[src/rtl/keypad_entry_ctrl.sv]
// Keypad entry sequencer: debounces scanner Code/Valid, builds a hex digit
// entry with backspace/enter, and hands it off over a valid/ready handshake.
module keypad_entry_ctrl #(
  parameter int DEBOUNCE_CYCLES = 4,
  parameter int MAX_DIGITS      = 4,
  parameter int TIMEOUT_CYCLES  = 1000
) (
  input  logic                    clock,
  input  logic                    reset,
  input  logic [3:0]              key_code,
  input  logic                    key_valid,
  input  logic                    entry_ready,
  output logic                    entry_valid,
  output logic [4*MAX_DIGITS-1:0] entry_data,
  output logic [3:0]              entry_len,
  output logic [3:0]              digit_count,
  output logic                    key_ack,
  output logic                    err,
  output logic                    timeout
);

  localparam int          BW   = 4 * MAX_DIGITS;
  localparam logic [7:0]  DB   = 8'(DEBOUNCE_CYCLES);
  localparam logic [31:0] TMO  = 32'(TIMEOUT_CYCLES);
  localparam logic [3:0]  MAXD = 4'(MAX_DIGITS);

  typedef enum logic [1:0] {
    S_IDLE,
    S_PRESS_DB,
    S_HELD,
    S_RELEASE_DB
  } state_t;

  state_t          r_state, w_state_nx;
  logic [3:0]      r_cand, w_cand_nx;
  logic [7:0]      r_cnt, w_cnt_nx, w_cnt_inc;
  logic            w_exec;
  logic [3:0]      w_code;

  logic [BW-1:0]   r_buf, w_buf_nx;
  logic [3:0]      r_dcnt, w_dcnt_nx;
  logic [31:0]     r_timer, w_timer_nx;
  logic            r_ev, w_ev_nx;
  logic [BW-1:0]   r_edata, w_edata_nx;
  logic [3:0]      r_elen, w_elen_nx;
  logic            r_ack, w_ack_nx;
  logic            r_err, w_err_nx;
  logic            r_tmo, w_tmo_nx;

  always_ff @(posedge clock or negedge reset) begin
    if (!reset) begin
      r_state <= S_IDLE;
      r_cand  <= '0;
      r_cnt   <= '0;
      r_buf   <= '0;
      r_dcnt  <= '0;
      r_timer <= '0;
      r_ev    <= 1'b0;
      r_edata <= '0;
      r_elen  <= '0;
      r_ack   <= 1'b0;
      r_err   <= 1'b0;
      r_tmo   <= 1'b0;
    end else begin
      r_state <= w_state_nx;
      r_cand  <= w_cand_nx;
      r_cnt   <= w_cnt_nx;
      r_buf   <= w_buf_nx;
      r_dcnt  <= w_dcnt_nx;
      r_timer <= w_timer_nx;
      r_ev    <= w_ev_nx;
      r_edata <= w_edata_nx;
      r_elen  <= w_elen_nx;
      r_ack   <= w_ack_nx;
      r_err   <= w_err_nx;
      r_tmo   <= w_tmo_nx;
    end
  end

  // Debounce FSM: the sample that completes a stable press fires w_exec.
  always_comb begin
    w_state_nx = r_state;
    w_cand_nx  = r_cand;
    w_cnt_nx   = r_cnt;
    w_exec     = 1'b0;
    w_code     = r_cand;
    w_cnt_inc  = (r_cnt == 8'hFF) ? r_cnt : r_cnt + 8'd1;
    case (r_state)
      S_IDLE: begin
        if (key_valid) begin
          w_cand_nx = key_code;
          w_code    = key_code;
          w_cnt_nx  = 8'd1;
          if (DB <= 8'd1) begin
            w_exec     = 1'b1;
            w_state_nx = S_HELD;
          end else begin
            w_state_nx = S_PRESS_DB;
          end
        end
      end
      S_PRESS_DB: begin
        if (key_valid && (key_code == r_cand)) begin
          w_cnt_nx = w_cnt_inc;
          if (w_cnt_inc >= DB) begin
            w_exec     = 1'b1;
            w_state_nx = S_HELD;
          end
        end else begin
          w_cnt_nx   = 8'd0;
          w_state_nx = S_IDLE;
        end
      end
      S_HELD: begin
        if (!key_valid) begin
          if (DB <= 8'd1) begin
            w_cnt_nx   = 8'd0;
            w_state_nx = S_IDLE;
          end else begin
            w_cnt_nx   = 8'd1;
            w_state_nx = S_RELEASE_DB;
          end
        end
      end
      S_RELEASE_DB: begin
        if (key_valid) begin
          w_cnt_nx   = 8'd0;
          w_state_nx = S_HELD;
        end else if (w_cnt_inc >= DB) begin
          w_cnt_nx   = 8'd0;
          w_state_nx = S_IDLE;
        end else begin
          w_cnt_nx = w_cnt_inc;
        end
      end
      default: begin
        w_cnt_nx   = 8'd0;
        w_state_nx = S_IDLE;
      end
    endcase
  end

  // Entry buffer, handshake and idle timer; a same-cycle accept frees the
  // output slot before an enter action looks at it.
  always_comb begin
    w_buf_nx   = r_buf;
    w_dcnt_nx  = r_dcnt;
    w_ev_nx    = r_ev & ~entry_ready;
    w_edata_nx = r_edata;
    w_elen_nx  = r_elen;
    w_ack_nx   = 1'b0;
    w_err_nx   = 1'b0;
    w_tmo_nx   = 1'b0;
    w_timer_nx = '0;
    if (w_exec) begin
      w_ack_nx = 1'b1;
      if (w_code < 4'hE) begin
        if (r_dcnt < MAXD) begin
          w_buf_nx  = BW'({r_buf, w_code});
          w_dcnt_nx = r_dcnt + 4'd1;
        end else begin
          w_err_nx = 1'b1;
        end
      end else if (w_code == 4'hE) begin
        if (r_dcnt != 4'd0) begin
          w_buf_nx  = r_buf >> 4;
          w_dcnt_nx = r_dcnt - 4'd1;
        end
      end else if (r_dcnt != 4'd0) begin
        if (r_ev && !entry_ready) begin
          w_err_nx = 1'b1;
        end else begin
          w_edata_nx = r_buf;
          w_elen_nx  = r_dcnt;
          w_ev_nx    = 1'b1;
          w_buf_nx   = '0;
          w_dcnt_nx  = 4'd0;
        end
      end
    end else if ((r_state == S_IDLE) && !key_valid && (r_dcnt != 4'd0) && (TMO != 32'd0)) begin
      if ((r_timer + 32'd1) >= TMO) begin
        w_buf_nx  = '0;
        w_dcnt_nx = 4'd0;
        w_tmo_nx  = 1'b1;
      end else begin
        w_timer_nx = r_timer + 32'd1;
      end
    end
  end

  assign entry_valid = r_ev;
  assign entry_data  = r_edata;
  assign entry_len   = r_elen;
  assign digit_count = r_dcnt;
  assign key_ack     = r_ack;
  assign err         = r_err;
  assign timeout     = r_tmo;

endmodule
[config.mk]
export PLATFORM = sky130hd
export DESIGN_NAME = keypad_entry_ctrl
export DESIGN_NICKNAME = d
export VERILOG_FILES = /design/src/rtl/keypad_entry_ctrl.sv
export SDC_FILE = /design/constraint.sdc
export NUM_CORES = 1
export LEC_CHECK = 0
export ABC_CLOCK_PERIOD_IN_PS = 8900
export CAP_MARGIN = 5
export CORE_MARGIN = 2
export CORE_UTILIZATION = 63
export CTS_CLUSTER_DIAMETER = 120
export DETAILED_ROUTE_END_ITERATION = 10
export PLACE_DENSITY = 0.95
export SLEW_MARGIN = 25
export SYNTH_ARGS = -nofsm -noshare
export SYNTH_HDL_FRONTEND = slang
export SYNTH_SLANG_ARGS = --single-unit
[constraint.sdc]
create_clock -name clock -period 8.9 [get_ports clock]
set_input_delay 0.89 -clock clock [delete_from_list [all_inputs] [get_ports clock]]
set_output_delay 0.89 -clock clock [all_outputs]
set_load 0.05 [all_outputs]
==> results of run 1 <==
-- cells in the final DEF, fill, tap and decap left out, drive strengths merged, types with 3 or more instances in the layout --
cell type / netlist / final
dfrtp: 90 / 90
nor2: 35 / 35
clkdlybuf4s50: 0 / 34
mux2: 34 / 34
nand2: 30 / 30
nand3: 26 / 26
conb: 1 / 22
o21ai: 20 / 20
a21oi: 19 / 19
inv: 14 / 18
and3: 10 / 10
a22o: 10 / 10
clkbuf: 10 / 10
nor3: 10 / 10
nand4: 10 / 10
nor4: 9 / 9
xor2: 8 / 8
xnor2: 8 / 8
and4: 6 / 6
mux2i: 5 / 5
o31ai: 5 / 5
a31oi: 5 / 5
nand2b: 4 / 4
and2: 4 / 4
ha: 4 / 4
a32oi: 3 / 3
or4: 3 / 3
a221oi: 3 / 3
-- where the power goes --
group	leakage (nW)	total [mW]	internal, mW	switching, mW
combinational	0.908	0.0635	0.0229	0.0406
sequential	1.19	0.436	0.421	0.0148
clock	0.0973	0.272	0.116	0.156
total	2.20	0.771	0.559	0.212
-- cell type report --
type	count	area [um2]
inverter	14	52.6
tap	96	120
clock buffer	10	138
fill	461	1660
multi-input combinational	325	2190
clock inverter	6	56.3
sequential	90	2250
timing repair buffer	36	359
-- worst min-delay path by stage --
stage                         startpoint        endpoint  slack [ns]  depth (start not counted)
final                     entry_data[12]  entry_data[12]        0.50                          2
after global routing      entry_data[12]  entry_data[12]        0.53                          2
after CTS                 entry_data[12]  entry_data[12]        0.51                          2
after detailed placement  entry_data[12]  entry_data[12]        0.48                          2
after global placement      entry_len[0]    entry_len[0]        0.47                          2
after floorplan                 r_buf[0]        r_buf[0]        0.50                          1
-- cell families after synthesis --
kind of cell	after synthesis	share of synthesized area
multiplexers	39	0.101
adder cells (fa/ha/maj)	4	0.0112
AO/OA/AOI/OAI	89	0.142
other	1	0.000840
XOR/XNOR	16	0.0314
AND/OR/NAND/NOR	155	0.184
flip-flops	90	0.504
buffers and inverters	27	0.0249
-- metal layers --
layer / wire length [um] / vias to the layer above / track usage
met3: 643 / 20 / 0.0641
met2: 4730 / 130 / 0.433
met4: 218 / 0 / 0.0854
li1: - / 1657 / -
met1: 4310 / 1712 / 0.396
met5: 0 / - / 0
-- worst max-delay path, delay by kind of cell --
| family | cells | cell delay, ns |
|---|---|---|
| compound gates | 2 | 0.93 |
| simple gates | 3 | 0.97 |
| buf+inv | 2 | 0.68 |
| mux | 2 | 1.07 |
-- state kept, by name (all words and copies together) (netlist names) --
name and count:
err 1, r_buf 16, entry_len 4, timeout 1, entry_data 16, entry_valid 1
r_state 2, r_cnt 8, key_ack 1, digit_count 4, r_cand 4, r_timer 32
==> results.md, run 1 <==
* Synthesized cell area at 4470 um2
* Max Fclk at 232 MHz
* RSZ-0062 raised after global routing: no
* RR Startpoint: r_state[0]
* Routed Antenna Nets at 0
* Status: finished clean
* Die ar. at 7780 um2
* # port buffers at 35
* Crit path arrival time at 4.55 ns
* Cell mode on critical path: nor2_1
* Starting density of the core at 0.654
* Via Count at 3519
* Final Util at 0.757
* Clock sinks at 90
* Antenna violations before repair at 0
* Req. time, crit path at 9.14 ns
* Vias in the first global route at 3391
* Synth cell count leaders: dfrtp_1 (90), nor2_1 (35), nand2_1 (30)
* Congestion Overflow GR at 0
* Async set-reset flop share out of synthesis at 1.00
* Mapped Avg Cell Area at 10.6 um2
* Share of layout cells above drive strength 1 at 0.137
* Reg2reg path depth at 8
* Per-cell routed wire length at 17.1 um
* Chip height at 88.2 um
* CP endpoint kind: flop
* R2r endpoint: digit_count[1]
* Max VDD drop at 111 uV
* Final Max Tran Viols at 0
* GRT Total Usage at 0.279
* R2R Setup Slk at 5.21 ns
* Worst-path maximum fanout at 19
* Io pins at 36
* Worst Setup Start Kind: input port
* Ys flop type: dfrtp_1
* CP max stage cell: a31oi_4
* PD cells at 149 nW/um2
* Max-cap violations at 0
* Worst path max stage delay at 0.65 ns
* Area delta synth->final at 15.7%
* Rows at 30
* H-tree levels at 3
* Seq/Total Area, Yosys at 0.504
* Max-slew headroom at 0.330
* Global-route wire length before repair at 16.7 mm
* Nets@finish at 488
* Placed cells at 561
* Setup Total Neg Slack at 0 ns
* Layout Cells excl Fill at 577
* DRT Pass-1 Iters at 5
* WL final at 9.89 mm
* Routability Congestion at 0.865
* Worst hold slack at 0.498 ns
* Post-CTS Repair Setup Buffers at 0
* CTS Buffer Depth at 2
* Resize count post-CTS at 0
* Clk_lat worst skew at 0.36 ns
* Largest net degree at the start of global routing at 91
* Min cycle time layout at 4.31 ns
* Top cells by area, synth: dfrtp_1 (50%), mux2_2 (7.3%), nor2_1 (2.9%)
* Reg clk slew, reported paths at 0.10 ns
* Post-Route Skew at 0.0138 ns
* CTS Buf Count at 9
* Final Cycle Share at 0.485
* Post-synth EDFFs at 0
* Clock root buffer: clkbuf_8
* Dpl ws at 4.01 ns
* Core area at 6830 um2
* Die width at 88.2 um
* Most common cell in the netlist: dfrtp_1
* Final worst slack at 4.59 ns
* Final Hold Violating Endpoints at 0
* CP endpoint: digit_count[1]
* Residual DRC count at 0
* Leakage power at 2.20 nW
* Flops & latches, synth at 90
* Placement-stage cell area at 4960 um2
* Cells after Synth at 421
* Worst setup startpoint: key_valid
* YS warnings at 0
* Final instance area at 5170 um2
* Hold Buf Count CTS at 0
* Via-to-Cell Ratio at 6.10
* Number of DRC markers in iteration 0 at 367
* CP Cell Sequence: clkdlybuf4s50_1 > nor3b_2 > mux2i_1 > nor2_1 > o31a_1 > nor2_1 > inv_1 > a31oi_4 > mux2_2
* Hold crit path type: reg -> reg
* CTS tree: built
* Setup-failing EPs final at 0
* Synth area leader: dfrtp_1
* Diode count at 0
* Overall Power at 0.771 mW
* Detail Placement HPWL at 6.64 mm
* Setup CP Type: in -> reg
* Top-area cell type share of the netlist area at 0.504
* Number of library cell types mapped by synthesis at 58
* Worst-margin pin slew at 1.00 ns
Power figures use the tool's default switching activity.
==> inputs of run 2 (changes only) <==
--- a/config.mk
+++ b/config.mk
@@ -5,13 +5,13 @@
 export SDC_FILE = /design/constraint.sdc
 export NUM_CORES = 1
 export LEC_CHECK = 0
-export ABC_CLOCK_PERIOD_IN_PS = 8900
+export ABC_CLOCK_PERIOD_IN_PS = 4010
 export CAP_MARGIN = 5
 export CORE_MARGIN = 2
-export CORE_UTILIZATION = 63
+export CORE_UTILIZATION = 58
 export CTS_CLUSTER_DIAMETER = 120
 export DETAILED_ROUTE_END_ITERATION = 10
-export PLACE_DENSITY = 0.95
+export PLACE_DENSITY = 0.9
 export SLEW_MARGIN = 25
 export SYNTH_ARGS = -nofsm -noshare
 export SYNTH_HDL_FRONTEND = slang
==> constraint.sdc (replaced) <==
create_clock -name clock -period 4.01 [get_ports clock]
set_input_delay 0.401 -clock clock [delete_from_list [all_inputs] [get_ports clock]]
set_output_delay 0.401 -clock clock [all_outputs]
set_load 0.05 [all_outputs]
==> run 2 against run 1 <==
First-iteration DRC count decreased by 13%. Clock skew down 0.0023 ns. Power grew 130%. Clock power grew 140%. Via count up 1.9%. Final cell count up 1.6%. Sequential power is 120% higher. Worst hold slack got worse by 0.42 ns. Setup slack got worse by 4.0 ns. Wire length shrank 1.2%. Core utilization is 4.8 points lower. Die area up 8.2%. Critical path type is now reg -> reg.
==> results.md, run 2 (same netlist as run 1, synthesis figures left out) <==
* Status: finished clean
* Leakage power at 2.23 nW
* Commonest cells after routing, fill and taps aside: dfrtp_1 (90), nor2_1 (35), clkdlybuf4s50_1 (34), nand2_1 (30), mux2_2 (29)
* Switching share of power at 0.270
* Diode count at 0
* Io pins at 36
* Min cycle time layout at 3.43 ns
* Max reg flops at 32
* Hold crit path type: in -> async
* Via Count at 3585
* CTS Buf Count at 9
* Clock network power share at 0.372
* RSZ-0062 raised after global routing: no
* Chip height at 91.8 um
* DRT Pass-1 Iters at 6
* Post-CTS Repair Setup Buffers at 0
* Antenna violations before repair at 0
* Combinational share of power at 0.083
* CTS Buffer Depth at 2
* CP endpoint kind: flop
* Nets@finish at 494
* Setup-failing EPs final at 0
* Clock root buffer: clkbuf_8
* Resize count post-CTS at 0
* Residual DRC count at 0
* Worst-path maximum fanout at 17
* GRT Total Usage at 0.253
* Per-cell routed wire length at 16.7 um
* Hold Buf Count CTS at 0
* Max-cap violations at 0
* Die width at 91.8 um
* Max-slew headroom at 0.373
* Crit path arrival time at 3.69 ns
* Via-to-Cell Ratio at 6.12
* Sw Pwr at 0.480 mW
* Area delta synth->final at 17.0%
* Max VDD drop at 243 uV
* CTS tree: built
* Post-Route Skew at 0.0115 ns
* Cell-internal power at 1.30 mW
* WL final at 9.78 mm
* Clock sinks at 90
* Detail Placement HPWL at 6.78 mm
* Fillers at 528
* Vias in the first global route at 3411
* Clk_lat worst skew at 0.37 ns
* Routed Antenna Nets at 0
* Req. time, crit path at 4.27 ns
* Share of layout cells above drive strength 1 at 0.144
* Worst-margin pin slew at 0.937 ns
* Share of power burned in registers at 0.545
* Multi-input logic area at 2180 um2
* H-tree levels at 3
* Worst Setup Start Kind: flop
* # port buffers at 35
* Commonest non-fill, non-tap cell in the layout: dfrtp_1
* Global-route wire length before repair at 16.9 mm
* Core area at 7370 um2
* Number of DRC markers in iteration 0 at 320
* Max Fclk at 291 MHz
* Setup CP Type: reg -> reg
* Congestion Overflow GR at 0
* Reg clk slew, reported paths at 0.10 ns
* Final Max Tran Viols at 0
* Largest net degree at the start of global routing at 60
* Final Hold Violating Endpoints at 0
* Starting density of the core at 0.606
* Die ar. at 8420 um2
* Register bank with the most flops: r_timer
* Dpl ws at 0.316 ns
* Rows at 31
* Setup Total Neg Slack at 0 ns
* Final Cycle Share at 0.856
* Routability Congestion at 0.963
* Register Area at 2250 um2
* Final worst slack at 0.579 ns
* PD cells at 340 nW/um2
[run 2: cell type report]
type                    instances  share of cell area
inverters                      14              0.0101
repair buffers                 42              0.0766
clock inverters                 7              0.0172
multi-input cells             325               0.418
clock buffers                   9              0.0237
well taps                      99              0.0237
flip-flops and latches         90               0.431
[run 2: final timing paths]
kind | start | endpoint | slack (ns) | depth (start not counted)
setup / recovery | r_timer[0] | r_buf[9] | 0.58 | 8
hold / removal | reset | r_cnt[3] | 0.08 | 1
setup reg to reg | r_timer[0] | r_buf[9] | 0.58 | 8
hold reg to reg | entry_len[1] | entry_len[1] | 0.50 | 2
max in group asynchronous | reset | r_timer[4] | 3.04 | 2
min in group clock | entry_len[1] | entry_len[1] | 0.50 | 2
[run 2: power groups by stage]
stage,clock (mW),sequential (mW),combinational [mW]
after floorplan,0,0.980,0.0869
after global placement,0,0.981,0.138
after detailed placement,0,0.984,0.144
after CTS,0.673,0.967,0.146
after global routing,0.713,0.972,0.165
final,0.660,0.968,0.147
[run 2: per-layer routing]
layer | part of all wire | wire [um] | GRT usage
met5 | 0 | 0 | 0
met4 | 0.017 | 168 | 0.0684
met3 | 0.063 | 617 | 0.0764
met2 | 0.49 | 4750 | 0.395
met1 | 0.43 | 4240 | 0.348
[run 2: stage by stage]
stage	instances	power, mW	util	hold WS (ns)	instance area, um2
6_report	586	1.78	0.709	0.0770	5230
4_1_cts	586	1.79	0.709	0.0993	5230
3_5_place_dp	570	1.13	0.680	0.477	5010
5_1_grt	586	1.85	0.709	0.141	5230
2_1_floorplan	442	1.07	-	0.105	4550
3_3_place_gp	570	1.12	0.680	0.470	5010
[run 2: critical path, cell delays in order, from the launching register on]
cell and delay [ns]:
dfrtp_1 0.47, ha_1 0.32, nand4_2 0.26, or3_1 0.52
nor3_2 0.22, a32oi_1 0.17, a2111oi_2 0.54, a31oi_4 0.42
mux2_4 0.41
